--- src/rtl/fb_port_arbiter.sv ---
// Generic first-word-fall-through FIFO used for the camera write queue.
// Latency: an entry pushed at edge E is visible on rd_dat after E.
// Backpressure: wr_rdy drops only when full and no pop is taken in the same cycle.
module fb_fifo #(
    parameter int  W     = 32,
    parameter int  DEPTH = 64,
    localparam int PTR_W = $clog2(DEPTH),
    localparam int LVL_W = PTR_W + 1
) (
    input  logic             clk,
    input  logic             rstn,
    input  logic             wr_vld,
    input  logic [W-1:0]     wr_dat,
    output logic             wr_rdy,
    input  logic             rd_rdy,
    output logic             rd_vld,
    output logic [W-1:0]     rd_dat,
    output logic [LVL_W-1:0] level
);
    logic [W-1:0]     store [DEPTH];
    logic [PTR_W-1:0] wr_ptr;
    logic [PTR_W-1:0] rd_ptr;
    logic             push;
    logic             pop;

    assign rd_vld = (level != '0);
    assign pop    = rd_vld && rd_rdy;
    assign wr_rdy = (level != LVL_W'(DEPTH)) || pop;
    assign push   = wr_vld && wr_rdy;
    assign rd_dat = store[rd_ptr];

    always_ff @(posedge clk) begin
        if (push) store[wr_ptr] <= wr_dat;
    end

    always_ff @(posedge clk or negedge rstn) begin
        if (!rstn) begin
            wr_ptr <= '0;
            rd_ptr <= '0;
            level  <= '0;
        end else begin
            if (push) wr_ptr <= wr_ptr + PTR_W'(1);
            if (pop)  rd_ptr <= rd_ptr + PTR_W'(1);
            case ({push, pop})
                2'b10:   level <= level + LVL_W'(1);
                2'b01:   level <= level - LVL_W'(1);
                default: level <= level;
            endcase
        end
    end
endmodule

// Double-buffered frame-buffer arbiter: display reads win, camera writes drain from a FIFO.
// Latency: read issue 1 cycle after disp_rd, data/valid 2 cycles after; queued write issued 1 cycle after push.
// Backpressure: none upstream; camera pushes to a full FIFO are dropped and flagged in fifo_overflow.
module fb_port_arbiter #(
    parameter int  ADDR_W     = 19,
    parameter int  DATA_W     = 12,
    parameter int  FIFO_DEPTH = 64,
    localparam int LVL_W      = $clog2(FIFO_DEPTH) + 1
) (
    input  logic              clk,
    input  logic              rstn,
    input  logic              disp_frame_start,
    input  logic              disp_rd,
    input  logic [ADDR_W-1:0] disp_rd_addr,
    output logic [DATA_W-1:0] disp_rd_data,
    output logic              disp_rd_valid,
    output logic              disp_bank,
    input  logic              cam_wr,
    input  logic              cam_eof,
    input  logic [ADDR_W-1:0] cam_wr_addr,
    input  logic [DATA_W-1:0] cam_wr_data,
    output logic              mem_en,
    output logic              mem_we,
    output logic [ADDR_W:0]   mem_addr,
    output logic [DATA_W-1:0] mem_wdata,
    input  logic [DATA_W-1:0] mem_rdata,
    output logic [LVL_W-1:0]  fifo_level,
    output logic              fifo_overflow,
    input  logic              ovf_clr,
    output logic [7:0]        frames_dropped
);
    typedef struct packed {
        logic              eof;
        logic [ADDR_W-1:0] addr;
        logic [DATA_W-1:0] data;
    } cam_ent_t;

    cam_ent_t wr_ent;
    cam_ent_t head;
    logic     fifo_wr_rdy;
    logic     fifo_vld;
    logic     pop_req;
    logic     do_pop;
    logic     wr_bank;
    logic     frame_ready;
    logic     first_px;
    logic     drop_hit;

    assign wr_ent  = {cam_eof, cam_wr_addr, cam_wr_data};
    // Frame-start cycles never pop, so no write can land in a bank mid-swap.
    assign pop_req = !disp_rd && !disp_frame_start;
    assign do_pop  = pop_req && fifo_vld;

    fb_fifo #(
        .W     ($bits(cam_ent_t)),
        .DEPTH (FIFO_DEPTH)
    ) u_cam_fifo (
        .clk    (clk),
        .rstn   (rstn),
        .wr_vld (cam_wr),
        .wr_dat (wr_ent),
        .wr_rdy (fifo_wr_rdy),
        .rd_rdy (pop_req),
        .rd_vld (fifo_vld),
        .rd_dat (head),
        .level  (fifo_level)
    );

    always_ff @(posedge clk or negedge rstn) begin
        if (!rstn) begin
            mem_en        <= 1'b0;
            mem_we        <= 1'b0;
            mem_addr      <= '0;
            mem_wdata     <= '0;
            disp_rd_valid <= 1'b0;
        end else begin
            mem_en        <= disp_rd || do_pop;
            mem_we        <= do_pop;
            disp_rd_valid <= mem_en && !mem_we;
            if (disp_rd) begin
                mem_addr <= {disp_bank, disp_rd_addr};
            end else if (do_pop) begin
                mem_addr  <= {wr_bank, head.addr};
                mem_wdata <= head.data;
            end
        end
    end

    assign disp_rd_data = disp_rd_valid ? mem_rdata : '0;

    // A completed frame is lost when the next frame's first pixel overwrites its bank.
    assign drop_hit = do_pop && first_px && frame_ready;

    always_ff @(posedge clk or negedge rstn) begin
        if (!rstn) begin
            disp_bank      <= 1'b0;
            wr_bank        <= 1'b1;
            frame_ready    <= 1'b0;
            first_px       <= 1'b1;
            frames_dropped <= '0;
        end else begin
            if (disp_frame_start && frame_ready) begin
                disp_bank   <= wr_bank;
                wr_bank     <= disp_bank;
                frame_ready <= 1'b0;
            end else if (do_pop) begin
                first_px <= head.eof;
                if (head.eof) frame_ready <= 1'b1;
                else if (drop_hit) frame_ready <= 1'b0;
            end
            if (drop_hit && frames_dropped != 8'hFF) frames_dropped <= frames_dropped + 8'd1;
        end
    end

    always_ff @(posedge clk or negedge rstn) begin
        if (!rstn) begin
            fifo_overflow <= 1'b0;
        end else if (cam_wr && !fifo_wr_rdy) begin
            fifo_overflow <= 1'b1;
        end else if (ovf_clr) begin
            fifo_overflow <= 1'b0;
        end
    end
endmodule

--- config.mk ---
export PLATFORM = sky130hd
export DESIGN_NAME = fb_port_arbiter
export DESIGN_NICKNAME = d
export VERILOG_FILES = /design/src/rtl/fb_port_arbiter.sv
export SDC_FILE = /design/constraint.sdc
export NUM_CORES = 2
export LEC_CHECK = 0
export CORE_MARGIN = 2
export CORE_UTILIZATION = 55
export DETAILED_ROUTE_END_ITERATION = 8
export PLACE_DENSITY = 0.71
export SYNTH_ARGS = -nofsm -noshare
export SYNTH_HDL_FRONTEND = slang
export SYNTH_SLANG_ARGS = --single-unit
--- constraint.sdc ---
create_clock -name clk -period 10.38 [get_ports clk]
set_clock_uncertainty 0.15 [all_clocks]
set_input_delay 2.076 -clock clk [delete_from_list [all_inputs] [get_ports clk]]
set_output_delay 2.076 -clock clk [all_outputs]
set_load 0.05 [all_outputs]
* Word-level counts from Yosys, hierarchy flattened
Memories as Yosys holds them, arrays and structs flattened. Index checks and enable logic that the tools add are counted.
Storage, ports and cells: memories kept 1, output and inout port bits 64, bits of input ports 69, register bits after elaboration 67, RAM bits 2048, word-level logic and storage cells 62
Cells by class: add/sub/neg operators 5, bitwise gates (word level) 2, reductions and logical operators 24, equality and inequality tests 4, multiplexer cells 12
Memory list:
- u_cam_fifo.store | words 64, width 32, read ports 1, clocked after Yosys merged registers in 0, wr ports 1, RTL line 20 | logic [W-1:0] store [DEPTH];
Operators by type and width (number):
- $mux W20 | 2
- $pmux W7 S2 | 1
- $add A6 B1 Y6 const B | 2
- $mux W12 | 1
- $logic_and A1 B1 Y1 | 9
- $add A8 B1 Y8 const B | 1
- $mux W1 | 8
- $ne A8 B8 Y1 const B | 1
- $reduce_bool A2 Y1 | 4
- $add A7 B1 Y7 const B | 1
- $ne A7 B7 Y1 const B | 1
- $reduce_bool A7 Y1 | 1
- $sub A7 B1 Y7 const B | 1
- $reduce_and A2 Y1 | 3
- $logic_not A1 Y1 | 4
- $reduce_bool A3 Y1 | 1
- $eq A2 B1 Y1 const B | 1
- $eq A2 B2 Y1 const B | 1
- $logic_or A1 B1 Y1 | 2
- $not A1 Y1 | 2

* Longest topological paths before layout
depth after elaboration 9, depth in mapped cells 11, depth with buffers taken out 8

* Modules after synthesis
From an unflattened synthesis, not the netlist that was laid out.
Second synthesis, totals: cell total of the unflattened synthesis 3608, area total of the unflattened synthesis 81396.8 um^2
Modules (own cells, without submodules):
- fb_fifo | cells an instance 3428, times used 1, area each 79226.0 um^2
- fb_port_arbiter | cells an instance 180, times used 1, area each 2170.8 um^2

* Least setup slack after synthesis
No wires, ideal clock.
path kind in2reg, from input port disp_frame_start, to memory u_cam_fifo.store[61][0], enable pin, stages on the path 4, arrival time 4.656 ns, library setup time 0.421 ns, required time 9.809 ns, path slack 5.153 ns, cells stage by stage or2_2 -> a41oi_1 -> nand4b_1 -> nor2_1
On the way: cells in the longest elaborated chain, start to end 7
Ends and longest elaborated chain:
- start, declared | RTL line 64 | input logic disp_frame_start,
- $logic_not A1 Y1 | RTL line 103 | assign pop_req = !disp_rd && !disp_frame_start;
- $logic_and A1 B1 Y1 | RTL line 103
- $logic_and A1 B1 Y1 | RTL line 27 | assign pop = rd_vld && rd_rdy;
- $logic_or A1 B1 Y1 | RTL line 28 | assign wr_rdy = (level != LVL_W'(DEPTH)) || pop;
- $logic_and A1 B1 Y1 | RTL line 29 | assign push = wr_vld && wr_rdy;
- $mux W1 | RTL line 33 | if (push) store[wr_ptr] <= wr_dat;
- $mux W1 (not written as such) | RTL line 33
- end, declared | RTL line 20
No other way between the ends.

* Worst setup path after layout
from input port mem_rdata[1], to output port disp_rd_data[1]
On the way: cells in the longest elaborated chain, start to end 1
Ends and longest elaborated chain:
- start, declared | RTL line 78 | input logic [DATA_W-1:0] mem_rdata,
- $mux W12 | RTL line 141 | assign disp_rd_data = disp_rd_valid ? mem_rdata : '0;
- end, declared | RTL line 67 | output logic [DATA_W-1:0] disp_rd_data,
No other way between the ends.

==> flow_summary_export.csv <==
group,metric,value,unit
synthesis,synth_xor_xnor_area_share,0.225,%
power_and_ir_drop,peakVddDrop,0.000345,V
synthesis,synthTopCellsByArea,"edfxtp_1 75%, mux4_2 12%, mux2i_1 2.4%",
timing,rsz0062_at_grt,"false",
clocking,root_buffer,"clkbuf_16",
floorplanning,fp-row-count,141,
grt,antenna_found_initial,11,
floorplanning,start_util,55.4,%
routing,vias_per_cell,6.81,
setup_path,cp.arrival,3.46,ns
clocking,clock_path_buffers,3,
synthesis,synthArstFlopShare,3.17,%
placement,gp_congestion,0.953,
outcome,status,"complete, but fails checks",
synthesis,synth_edf_count,2048,
routing,num_vias,41500,
routing,wl_per_cell,36.5,um
routing,drc,0,
clocking,ctsResizeCount,0,
timing,hold_violations,0,
timing,setup-tns-final,0,ns
placement,post-place-ws,4.16,ns
grt,grt_pass1_wl,310000,um
layout,drive_gt1_share,23.9,%
synthesis,synth_simple_gate_area_share,2.09,%
power_and_ir_drop,power_density,270,mW/mm^2
timing,tightestPinTransition,1.50,ns
setup_path,start_kind,"input port",
clocking,clk_latency,0.86,ns
clocking,clock_sinks,2115,
grt,gr-usage-all-layers,29.6,%
routing,first_pass_iters,6,
timing,layout_setup_ws,4.69,ns
timing,fmax,176,MHz
routing,wl,223000,um
floorplanning,core,0.148,mm^2
floorplanning,dieWidth,390,um
synthesis,muxShareOfSynthArea,15.5,%
placement,io_buffers,132,
synthesis,synthAdderAreaFrac,0.147,%
synthesis,ys_dominant_reg_cell,"edfxtp_1",
synthesis,synth_top_family_by_area,"multiplexers",
timing,timing.final.crit_share,54.8,%
timing,maxSlewViolCount,1,
grt,overflow,0,
synthesis,synth_compound_area_share,3.36,%
routing,drt_iter0_markers,6936,
synthesis,ys_types,75,
setup_path,cp.required,8.15,ns
routing,detail-route-antenna-nets,0,
placement,post-dp-hpwl,131000,um
synthesis,yosys.area.top_type,"edfxtp_1",
layout,fillers,9932,
timing,finalSetupViolCount,0,
flow_run,maxCapViolCount,1,
synthesis,ys_top_cells_by_count,"2,048 x edfxtp_1, 452 x mux4_2, 199 x mux2i_1",
clocking,cts_tree,"built",
outcome,violations,"capacitance limit, slew limit",
floorplanning,ioPinCount,133,
setup_path,path_max_fanout,1,
clocking,cts.htree.levels,4,
timing,finalCriticalPeriod,5.69,ns
synthesis,yosysTopAreaCellShare,75.1,%
power_and_ir_drop,p_leak,28.9,nW
synthesis,ys_seq_elements,2115,
clocking,cts_buffers,204,
layout,area_growth,12.5,%
floorplanning,die_y,390,um
synthesis,yosysMostFrequentCell,"edfxtp_1",
setup_path,cp-end-kind,"primary output",
synthesis,synth_warnings,0,
floorplanning,dieArea,0.152,mm^2
clocking,post_cts_buffers,0,
synthesis,syn_nets,3869,
layout,layout.nets,4079,
synthesis,netlist_area,0.0819,mm^2
clocking,ctsHoldBuffers,0,
clocking,clkSlewWorstSetupHoldPaths,0.05,ns
setup_path,worst-setup-path-type,"in -> out",
timing,max-slew-margin-rel,-2.51,%
synthesis,syn_avg_cell_area,21.6,um^2
worst_hold_path,hp-class,"reg -> reg",
synthesis,synth_cells,3791,
grt,grt_pass1_vias,39900,
grt,grt_start_max_net_pins,112,
synthesis,ys_seq_area_share,77.1,%
-- sequential cells by signal, indices dropped and copies added, names as in the netlist --
register / count
u_cam_fifo.store: 2048
mem_addr: 20
mem_wdata: 12
frames_dropped: 8
u_cam_fifo.level: 7
u_cam_fifo.rd_ptr: 6
u_cam_fifo.wr_ptr: 6
disp_bank: 1
disp_rd_valid: 1
fifo_overflow: 1
first_px: 1
frame_ready: 1
mem_en: 1
mem_we: 1
wr_bank: 1
-- layout make-up --
cell class | count | area (um^2) | area share, %
Tap cell | 1930 | 2410 | 2.62
Clock buffer | 260 | 5470 | 5.94
Timing Repair Buffer | 219 | 1920 | 2.09
Multi-Input combinational cell | 1452 | 18000 | 19.5
Clock inverter | 112 | 1160 | 1.26
Inverter | 9 | 33.8 | 0.0367
Antenna cell | 1 | 2.50 | 0.00272
Sequential cell | 2115 | 63200 | 68.6
-- critical path: stages --
cell,delay (ns)
clkdlybuf4s50_1,0.45
and2_1,0.13
clkdlybuf4s50_1,0.80
-- power breakdown --
part | switching [W] | leakage [nW] | internal, W
registers | 0.000359 | 19.2 | 0.00974
logic | 0.00471 | 6.44 | 0.00268
clock network | 0.00315 | 3.25 | 0.00424
total | 0.00822 | 28.9 | 0.0167
-- metal layers --
| layer | wire length [um] | global-route usage, % |
|---|---|---|
| met1 | 82400 | 41.8 |
| met2 | 103000 | 44.5 |
| met3 | 27100 | 7.63 |
| met4 | 9990 | 12.1 |
| met5 | 64 | 0 |
-- kinds of logic after synthesis --
family,Yosys count
buf+inv,224
compound gates,364
simple gates,364
xor+xnor,21
flops,2115
fa+ha+maj,9
mux,694
-- metrics by stage --
step           util (%)  hold WS (ns)  area, um^2  cells  total power (W)
6_report           62.3         0.350       92200   6098           0.0249
5_1_grt            62.3         0.379       92200   6097           0.0255
4_1_cts            62.3         0.353       92200   6097           0.0248
3_5_place_dp       57.8         0.344       85500   5725           0.0175
3_3_place_gp       57.8         0.337       85500   5725           0.0175
2_1_floorplan         -         0.359       81900   3791           0.0147
-- placed cells by master, fill, tap and decap left out, types with 35 or more instances in the layout --
cell type / n
nand3_1: 38
buf_4: 102
mux4_2: 452
mux2_2: 43
mux2i_1: 199
clkbuf_1: 45
clkinv_2: 35
edfxtp_1: 2048
clkdlybuf4s50_1: 99
nor2_1: 47
a22oi_1: 86
clkbuf_16: 208
dfrtp_1: 60
nor2_4: 65
nand2_1: 113
clkinv_1: 43
-- final timing paths --
path                                 startpoint              endpoint  slack (ns)  cells past startpoint
max                                mem_rdata[1]       disp_rd_data[1]        4.69                      3
min                           frames_dropped[5]     frames_dropped[5]        0.35                      1
max reg2reg                u_cam_fifo.rd_ptr[0]          mem_addr[15]        5.20                      7
min reg2reg                   frames_dropped[5]     frames_dropped[5]        0.35                      1
max in group asynchronous                  rstn  u_cam_fifo.rd_ptr[3]        7.95                      2
min in group asynchronous                  rstn   u_cam_fifo.level[3]        0.87                      1
Power figures use the tool's default switching activity.
